===== config.mk =====
export PLATFORM = sky130hd
export DESIGN_NAME = mod_74x169_cnt
export DESIGN_NICKNAME = d
export VERILOG_FILES = /design/src/rtl/mod_74x169_cnt.sv
export SDC_FILE = /design/constraint.sdc
export NUM_CORES = 1
export LEC_CHECK = 0
export CORE_AREA = 10 10 47 49
export DETAILED_ROUTE_END_ITERATION = 10
export DIE_AREA = 0 0 57 59
export DONT_BUFFER_PORTS = 1
export REMOVE_ABC_BUFFERS = 1
export SLEW_MARGIN = 25
export SYNTH_ARGS = -nofsm -noshare
export SYNTH_HDL_FRONTEND = slang
export SYNTH_SLANG_ARGS = --single-unit

===== constraint.sdc =====
create_clock -name CLK -period 1.7 [get_ports CLK]
set_input_delay 0.255 -clock CLK [delete_from_list [all_inputs] [get_ports CLK]]
set_output_delay 0.255 -clock CLK [all_outputs]
set_load 0.03 [all_outputs]

===== src/rtl/mod_74x169_cnt.sv =====
// Presettable synchronous up/down binary counter after the 74x169, active-high controls.
// Define MOD_74X169_SAT_EN to saturate at the terminal count instead of wrapping.
module mod_74x169_cnt #(
  parameter int WIDTH = 4
) (
  input  logic             CLK,
  input  logic             RST,
  input  logic             LOAD,
  input  logic             UD,
  input  logic             ENP,
  input  logic             ENT,
  input  logic [WIDTH-1:0] D,
  output logic [WIDTH-1:0] Q,
  output logic             RCO
);

  localparam logic [WIDTH-1:0] ALL_ONES = {WIDTH{1'b1}};
  localparam logic [WIDTH-1:0] ONE      = {{(WIDTH-1){1'b0}}, 1'b1};

  generate
    if (WIDTH < 2 || WIDTH > 16) begin : g_width_check
      $error("mod_74x169_cnt: WIDTH must be within 2..16");
    end
  endgenerate

  logic [WIDTH-1:0] q_q;
  logic [WIDTH-1:0] q_d;
  logic             tc;
  logic             cnt_en;

  // Terminal count depends on direction: all-ones going up, zero going down.
  assign tc     = UD ? (q_q == ALL_ONES) : (q_q == '0);
  assign cnt_en = ENP & ENT;

  always_comb begin
    q_d = q_q;
    if (LOAD) begin
      q_d = D;
    end else if (cnt_en) begin
`ifdef MOD_74X169_SAT_EN
      if (!tc) begin
        q_d = UD ? (q_q + ONE) : (q_q - ONE);
      end
`else
      q_d = UD ? (q_q + ONE) : (q_q - ONE);
`endif
    end
  end

  always_ff @(posedge CLK) begin
    if (RST) begin
      q_q <= '0;
    end else begin
      q_q <= q_d;
    end
  end

  assign Q   = q_q;
  assign RCO = ENT & tc;

endmodule


# == Yosys cells after proc, flatten, opt, wreduce, memory -nomap -nowiden ==
# Index checks and enable logic that the tools add are counted.
# classes
n_eq_ne,1
n_mux,4
bitwise,2
addsub,2
n_reduce_logical,2
# op_table
cell,n
$mux 4,3
$add 4x1->4 const B,1
$eq 4x4->1 const B,1
$logic_not 4->1,1
$sub 4x1->4 const B,1
$and 1x1->1,2
$reduce_bool 2->1,1
$mux 1,1
# totals
output_inout_bits,5
inputBits,10
ff_bits,4
word_cells,12

# == Longest topological paths before layout ==
# Gate-level depths: netlist of the first run.
# depth
depth_word,4
depth_mapped,5
ltp_nobuf,5

# == Worst setup path after synthesis of the first run ==
# No wires, ideal clock.
# synth_timing
path_type,flip-flop to output port
start,reg q_q[0] (netlist: Q[0])
end,out RCO
required_time_ps,1445
setup_slack_ps,82
arrival_ps,1363
path_stages_with_launch,4
path_buffers,0
cell_sequence,dfxtp_1 or4_1 nor2_1 o21a_1
# synth_between
elab_chain_len,3
word_cells_on_any_way,4
classes_between,eq/ne: 1; mux: 1; bitwise: 1; reduce/logical: 1
# synth_rtl
item,line_no,rtl
start: declaration,26,logic [WIDTH-1:0] q_q;
start signal: assignment,54,q_q <= q_d;
$eq 4x4->1 / $logic_not 4->1 (equally long branches),32,assign tc = UD ? (q_q == ALL_ONES) : (q_q == '0);
$mux 1 *,32,
$and 1x1->1 *,59,assign RCO = ENT & tc;
end: declaration,14,output logic RCO
# Every way passes the cells marked *; elsewhere a longest branch is shown, timed or not.

# == Worst setup path after layout of the first run ==
# layout_timing
start,reg q_q[1] (netlist: Q[1])
end,out RCO
# Same word-level chain as after synthesis.

==> results_dict.tcl, run 1 <==
set metrics [dict create \
    outcome "finished with violations" \
    violations "setup timing" \
    grt_pass1_wl_um 1520 \
    cp-end-kind "output port" \
    ys_types 22 \
    grt_antenna_before_repair 0 \
    hp-class "in2reg" \
    power_mw 0.325 \
    tns_ns -0.00352 \
    htreeDepth 1 \
    cts_hold_buf 0 \
    core_sq_mm 0.00140 \
    grt_pass1_vias 324 \
    clock-sinks 4 \
    via_per_inst 4.85 \
    ys_warn_count 0 \
    fin_ws_ns -0.00352 \
    slew_violations 0 \
    syn_area_per_cell_sq_um 8.52 \
    dpl.hpwl_um 757 \
    die_x_um 57 \
    worstMarginPinSlew_ns 0.189 \
    layout-drive-gt1-share 0.289 \
    placementRows 14 \
    vias 296 \
    critical_path_class "reg2out" \
    clock-skew-final_ns 0.000165 \
    start_util 0.219 \
    drt-initial-drc-count 5 \
    grt_usage 0.0578 \
    finalHoldViolCount 0 \
    synthCells 36 \
    die_y_um 59 \
    dieArea_sq_mm 0.00336 \
    rsz0062_at_grt "yes" \
    finalSetupViolCount 1 \
    leakagePower_nw 0.174 \
    largest_reg_flops 4 \
    worst-path-max-fanout 2 \
    multi_input_area_sq_um 219 \
    fillers 155 \
    post-route-period-util 1.00 \
    final_common_cell "buf_4" \
    root_buffer "clkbuf_4" \
    finalCriticalPeriod_ns 1.70 \
    drt_wl_total_um 909 \
    slew_headroom 0.873 \
    ys_seq_area_frac 0.261 \
    clk_pin_slew_worst_paths_ns 0.04 \
    mostFrequentLayoutCells "5 x buf_4, 4 x nor2_1, 4 x a21oi_1, 3 x clkbuf_4" \
    overflow 0 \
    dp_slack_ns 0.199 \
    ant_nets 0 \
    n_antenna_cell 0 \
    cp-start-kind "register" \
    seq_area_sq_um 82.6 \
    max_cap_violations 0 \
    finish.utilization 0.292 \
    synthesis.area_sq_um 307 \
    cellPowerDensity_mw_per_mm2 795 \
    clock_path_buffers 2 \
    finish.instance_area_sq_um 409 \
    place_area_sq_um 377 \
    fin_cells 61 \
    first_pass_iters 3 \
    required_ns 1.44 \
    cp.arrival_ns 1.45 \
    numPortBuffers 0 \
    numCtsBuffers 3 \
    drc_errors 0 \
    ios 15 \
    cts_tree "built" \
    place.gp.congestion 0.663 \
    max_freq_mhz 587 \
    worstSkewPairLatency_ns 0.23 \
    place_inst 57 \
    holdWs_ns 0.0838 \
    vdd_ir_drop_max_uv 356 \
    grt_max_degree 6 \
    synth_seq_cells 4 \
    nNetsFinal 60 \
    syn_to_final_growth_pct 33.5 \
    wl_per_cell_um 14.9 \
]
## where the power goes
group	switching, mW	internal [mW]	total (mW)	leakage, nW
Clock	0.0360	0.0788	0.115	0.0138
Combinational	0.0572	0.0447	0.102	0.126
Sequential	0.00586	0.103	0.109	0.0338
Total	0.0990	0.226	0.325	0.174
## worst max-delay path: stages, from the launching register on
cell     delay [ns]
dfxtp_2        0.31
or4_1          0.52
nor2_1         0.10
o21a_1         0.16
buf_12         0.13
## cell type report
class / instances / share of cell area
sequential: 4 / 0.202
inverter: 2 / 0.0183
timing repair buffer: 6 / 0.141
clock buffer: 3 / 0.0550
tap: 16 / 0.0489
multi-input combinational: 30 / 0.535
## repair_timing
action	4_1_cts	5_1_grt
setup endpoints to repair	1	1
gates resized for setup	2	0
hold endpoints to repair	0	0
buffers inserted	1	0
pin swaps	3	3
## kinds of logic (layout without fill, tap and decap cells)
kind of cell             Yosys count  in the layout  share of synthesized area
AND/OR/NAND/NOR                   14             14                      0.233
AO/OA/AOI/OAI                     10             10                      0.249
flip-flops                         4              4                      0.261
adder cells (fa/ha/maj)            3              3                      0.147
XOR/XNOR                           3              3                     0.0857
buffers and inverters              2             11                     0.0245
## cell usage after synthesis
library cell,n,area [sq um]
inv_1,2,7.51
a31oi_1,1,6.26
nand2_2,1,6.26
o21a_1,1,7.51
ha_1,2,25.0
xor2_1,2,17.5
nand2_1,2,7.51
fa_1,1,20.0
and3_1,1,6.26
nand4_1,1,6.26
or3_1,1,6.26
dfxtp_1,4,80.1
and2_1,1,6.26
a211oi_1,1,7.51
xnor2_1,1,8.76
nor2_1,4,15.0
a311oi_1,1,8.76
nand3_1,2,10.0
o32ai_2,1,16.3
a311o_1,1,10.0
a21oi_1,4,20.0
or4_1,1,7.51
## path summary, 6_finish.rpt
| kind | start | to | slack, ns | cells after the start |
|---|---|---|---|---|
| worst min-delay path | RST | Q[0] | 0.08 | 1 |
| worst max-delay path | Q[1] | RCO | -0.004 | 4 |
| worst max register to register | Q[1] | Q[2] | 0.18 | 5 |
| worst min register to register | Q[1] | Q[1] | 0.62 | 3 |
## metal layers
layer | vias up | share of wire | wire length [um] | GRT usage
li1 | 153 | - | - | -
met5 | - | 0 | 0 | 0
met4 | 0 | 0 | 0 | 0.0403
met1 | 131 | 0.40 | 366 | 0.0591
met3 | 0 | 0.17 | 152 | 0.0451
met2 | 12 | 0.43 | 391 | 0.0791
Note: power is estimated with default switching activity, not from simulation.
==> inputs of run 2 (changes only) <==
--- a/config.mk
+++ b/config.mk
@@ -10,6 +10,7 @@
 export DIE_AREA = 0 0 57 59
 export DONT_BUFFER_PORTS = 1
 export REMOVE_ABC_BUFFERS = 1
+export SETUP_SLACK_MARGIN = 0.15
 export SLEW_MARGIN = 25
 export SYNTH_ARGS = -nofsm -noshare
 export SYNTH_HDL_FRONTEND = slang
==> run 2 against run 1 <==
  * The run still ends with setup timing left
  * First-iteration DRC count unchanged
  * Register-to-register slack improved by 0.05 ns
  * Sequential power about the same
  * Die area did not move
  * Clock skew about the same
  * Core utilization increased by 0.18 points
  * Flip-flop and latch count is the same
==> results_dict.tcl, run 2 (same netlist as run 1, synthesis figures left out) <==
set metrics [dict create \
    fin_ws_ns -0.00572 \
    place.gp.congestion 0.663 \
    combPwrFrac 0.315 \
    cp.arrival_ns 1.45 \
    p_clk_frac 0.352 \
    slowest_stage "or4_1" \
    post-route-period-util 1.00 \
    cpLargestDelayFamily "simple AND/OR/NAND/NOR gates" \
    cp-start-kind "register" \
    cellPowerDensity_mw_per_mm2 793 \
    critPathMaxStageDelay_ns 0.52 \
    worstSkewPairLatency_ns 0.23 \
    cp-end-kind "output port" \
    drt_wl_total_um 912 \
    leakagePower_nw 0.172 \
    critical_path_class "reg2out" \
    slew_violations 0 \
    wl_per_cell_um 15.0 \
    finalHoldViolCount 0 \
    die_y_um 59 \
    n_antenna_cell 0 \
    syn_to_final_growth_pct 34.3 \
    worstMarginPinSlew_ns 0.189 \
    final_common_cell "buf_4" \
    vias 294 \
    drt-initial-drc-count 5 \
    holdWs_ns 0.0838 \
    grt_usage 0.0578 \
    layout-drive-gt1-share 0.311 \
    mostFrequentLayoutCells "5 x buf_4, 4 x nor2_1, 4 x a21oi_1, 3 x clkbuf_4" \
    cp_cell_sequence "or4_1, nor2_1, o21a_1, buf_12" \
    hp-class "in2reg" \
    nNetsFinal 60 \
    max_cap_violations 0 \
    rsz0062_at_grt "yes" \
    core_sq_mm 0.00140 \
    cts_tree "built" \
    vdd_ir_drop_max_uv 356 \
    drc_errors 0 \
    p_switching_mw 0.0995 \
    wl_met2_um 397 \
    grt_max_degree 6 \
    max_freq_mhz 586 \
    violations "setup timing" \
    worst-path-max-fanout 2 \
    via_per_inst 4.82 \
    dieArea_sq_mm 0.00336 \
    netSwitchingFraction 0.305 \
    numCtsBuffers 3 \
    grt_pass1_vias 324 \
    finalCriticalPeriod_ns 1.71 \
    slew_headroom 0.873 \
    route.top_layer_used "met3" \
    start_util 0.219 \
    die_x_um 57 \
    placementRows 14 \
    pwr-share-seq 0.334 \
    grt_antenna_before_repair 0 \
    clk_pin_slew_worst_paths_ns 0.04 \
    required_ns 1.44 \
    intPower_mw 0.227 \
    wl_met1_um 362 \
    finalSetupViolCount 1 \
    wl_met3_um 152 \
    root_buffer "clkbuf_4" \
    power_mw 0.326 \
    clock-sinks 4 \
    grt_pass1_wl_um 1520 \
    fillers 155 \
    ios 15 \
    clock-skew-final_ns 0.000109 \
    dpl.hpwl_um 757 \
    first_pass_iters 3 \
    outcome "finished with violations" \
    numPortBuffers 0 \
    overflow 0 \
    ant_nets 0 \
    largest_reg_flops 4 \
    htreeDepth 1 \
    cp.buffers_inverters 1 \
    clock_path_buffers 2 \
]
-- run 2: final cells by class --
cell class | count | area [sq um] | share of cell area
Multi-Input combinational cell | 30 | 221 | 0.538
Sequential cell | 4 | 82.6 | 0.201
Timing Repair Buffer | 6 | 57.6 | 0.140
Clock buffer | 3 | 22.5 | 0.0547
Tap cell | 16 | 20.0 | 0.0486
Inverter | 2 | 7.51 | 0.0182
-- run 2: power by group through the flow --
| stage | Combinational, mW | Sequential, mW | Clock [mW] |
|---|---|---|---|
| after global routing | 0.114 | 0.110 | 0.130 |
| after CTS | 0.102 | 0.109 | 0.123 |
| final | 0.103 | 0.109 | 0.115 |
| after global placement | 0.0960 | 0.110 | 0 |
| after detailed placement | 0.0972 | 0.111 | 0 |
| after floorplan | 0.0495 | 0.128 | 0 |
-- run 2: final timing paths --
kind         slack (ns)  cells after the start    to  from
max              -0.006                      4   RCO  Q[1]
min                0.08                      1  Q[0]   RST
max reg2reg        0.23                      5  Q[2]  Q[1]
min reg2reg        0.62                      3  Q[1]  Q[1]
-- run 2: what timing repair did --
item                                   4_1_cts  5_1_grt
pin swaps                                    3        3
resized for setup                            2        1
setup endpoints to repair                    1        2
hold buffers                                 0        0
endpoints found under the hold margin        0        0
buffers inserted                             1        0
-- run 2: stage by stage --
step           setup WS (ns)  TNS [ns]   util  cells  instance area, sq um
6_report            -0.00572  -0.00572  0.294     61                   412
5_1_grt              -0.0357   -0.0357  0.294     61                   412
4_1_cts              -0.0371   -0.0371  0.292     61                   409
3_5_place_dp           0.199         0  0.269     57                   377
3_3_place_gp           0.232         0  0.269     57                   377
2_1_floorplan         0.0817         0      -     36                   307
-- run 2: routing by layer --
layer,vias up,track usage
met5,-,0
met1,130,0.0591
li1,152,-
met3,0,0.0451
met4,0,0.0403
met2,12,0.0791
==> inputs of run 3 (changes only) <==
--- a/config.mk
+++ b/config.mk
@@ -9,6 +9,7 @@
 export DETAILED_ROUTE_END_ITERATION = 10
 export DIE_AREA = 0 0 57 59
 export DONT_BUFFER_PORTS = 1
+export PLACE_DENSITY = 0.45
 export REMOVE_ABC_BUFFERS = 1
 export SETUP_SLACK_MARGIN = 0.15
 export SLEW_MARGIN = 25
==> run 3 against run 2 <==
  * Critical path type unchanged
  * Combinational power grew 8%
  * Critical path depth is the same
  * Clock-buffer cell count is the same
  * Hold slack lost 0.0040 ns
  * Total power grew 3.1%
  * The flow still finishes with violations (setup timing)
  * Largest power group unchanged
  * Clock skew grew 0.0038 ns
  * Clock power is essentially flat
  * Register-to-register slack lost 0.02 ns
  * Sequential share of layout area shrank 0.41 points
  * Sequential power is essentially flat
  * Core utilization grew 1.5 points
  * Worst setup slack lost 0.0043 ns
==> results_dict.tcl, run 3 (same netlist as run 1, synthesis figures left out) <==
set metrics [dict create \
    cp-end-kind "output port" \
    rsz0062_at_grt "yes" \
    grt_usage 0.0544 \
    hold_start "RST" \
    r2r_start "Q[0]" \
    min_to "Q[0]" \
    cellPowerDensity_mw_per_mm2 778 \
    cts_tree "built" \
    die_y_um 59 \
    worst-path-max-fanout 2 \
    dieArea_sq_mm 0.00336 \
    wl_per_cell_um 15.0 \
    finalSetupViolCount 1 \
    clock_path_buffers 2 \
    required_ns 1.44 \
    vdd_ir_drop_max_uv 355 \
    final_common_cell "buf_4" \
    place.gp.congestion 0.784 \
    largest_reg_flops 4 \
    drt-initial-drc-count 1 \
    slew_violations 0 \
    slowest_stage "or4_4" \
    max_cap_violations 0 \
    power_mw 0.337 \
    finalCriticalPeriod_ns 1.71 \
    finish.utilization 0.309 \
    outcome "finished with violations" \
    start_util 0.219 \
    numPortBuffers 0 \
    fin_cells 62 \
    grt_max_degree 6 \
    nNetsFinal 61 \
    htreeDepth 1 \
    finalHoldViolCount 0 \
    n_antenna_cell 0 \
    clock-skew-final_ns 0.00388 \
    place_inst 57 \
    dp_slack_ns 0.211 \
    r2r_slack_ns 0.21 \
    syn_to_final_growth_pct 41.2 \
    slew_headroom 0.866 \
    grt_pass1_vias 317 \
    first_pass_iters 2 \
    drc_errors 0 \
    vias 320 \
    layout-drive-gt1-share 0.370 \
    numCtsBuffers 3 \
    placementRows 14 \
    die_x_um 57 \
    grt_antenna_before_repair 0 \
    clock-sinks 4 \
    drt_wl_total_um 932 \
    hp-class "in2reg" \
    worstMarginPinSlew_ns 0.200 \
    fin_ws_ns -0.00998 \
    cp_cell_sequence "or4_4, nor2_4, o21a_1, buf_12" \
    worstSkewPairLatency_ns 0.23 \
    cp-start-kind "register" \
    mostFrequentLayoutCells "6 x buf_4, 4 x a21oi_1, 3 x nor2_1, 3 x clkbuf_4" \
    hold_depth 1 \
    ff2ff_path_depth 5 \
    leakagePower_nw 0.179 \
    cts_hold_buf 0 \
    reg2reg_to "Q[2]" \
    core_sq_mm 0.00140 \
    clk_pin_slew_worst_paths_ns 0.04 \
    critPathMaxStageDelay_ns 0.54 \
    ant_nets 0 \
    post-route-period-util 1.01 \
    grt_pass1_wl_um 1420 \
    root_buffer "clkbuf_4" \
    cp.arrival_ns 1.45 \
    overflow 0 \
    violations "setup timing" \
    via_per_inst 5.16 \
    max_freq_mhz 585 \
    critical_path_class "reg2out" \
    holdWs_ns 0.0797 \
    ios 15 \
    dpl.hpwl_um 752 \
]
## run 3: cell types whose count changed in the layout (fill, tap and decap cells not counted), sizes merged
cell / delta
buf: +1
## run 3: worst max path at each step
stage	to	slack, ns	depth (start not counted)	startpoint
6_report	RCO	-0.01	4	Q[0]
4_1_cts	RCO	-0.04	4	Q[0]
2_1_floorplan	RCO	0.08	3	Q[0]
3_5_place_dp	RCO	0.21	4	Q[0]
3_3_place_gp	RCO	0.21	4	Q[0]
5_1_grt	RCO	-0.04	4	Q[0]
## run 3: final cells by class
cell class	count	area, sq um
multi-input cells	30	233
flip-flops and latches	4	85.1
repair buffers	7	65.1
clock buffers	3	22.5
inverters	2	7.51
fillers	162	968
well taps	16	20.0
## run 3: worst max-delay path, delay by kind of cell, from the launching register on
kind	cells	cell delay, ns
compound gates	1	0.15
buf+inv	1	0.12
flops	1	0.32
simple gates	2	0.62
## run 3: per-stage QoR
step	cell area, sq um	setup TNS [ns]
final	433	-0.00998
after global routing	433	-0.0416
after CTS	422	-0.0408
after detailed placement	377	0
after global placement	377	0
after floorplan	307	0
## run 3: layer usage
| layer | GRT usage | vias to the layer above | part of all wire |
|---|---|---|---|
| li1 | - | 156 | - |
| met5 | 0 | - | 0 |
| met1 | 0.0473 | 158 | 0.39 |
| met2 | 0.0930 | 6 | 0.57 |
| met3 | 0.0258 | 0 | 0.043 |
| met4 | 0.0470 | 0 | 0 |
## run 3: timing repair
action,4_1_cts,5_1_grt
buffers inserted,2,0
pin swaps,2,3
gates resized for setup,4,3
endpoints found under the setup margin,1,2
gates cloned,0,0
## run 3: where the power goes
group | switching, mW | leakage (nW) | internal, mW
Clock | 0.0387 | 0.0138 | 0.0790
Combinational | 0.0597 | 0.131 | 0.0510
Sequential | 0.00605 | 0.0341 | 0.102
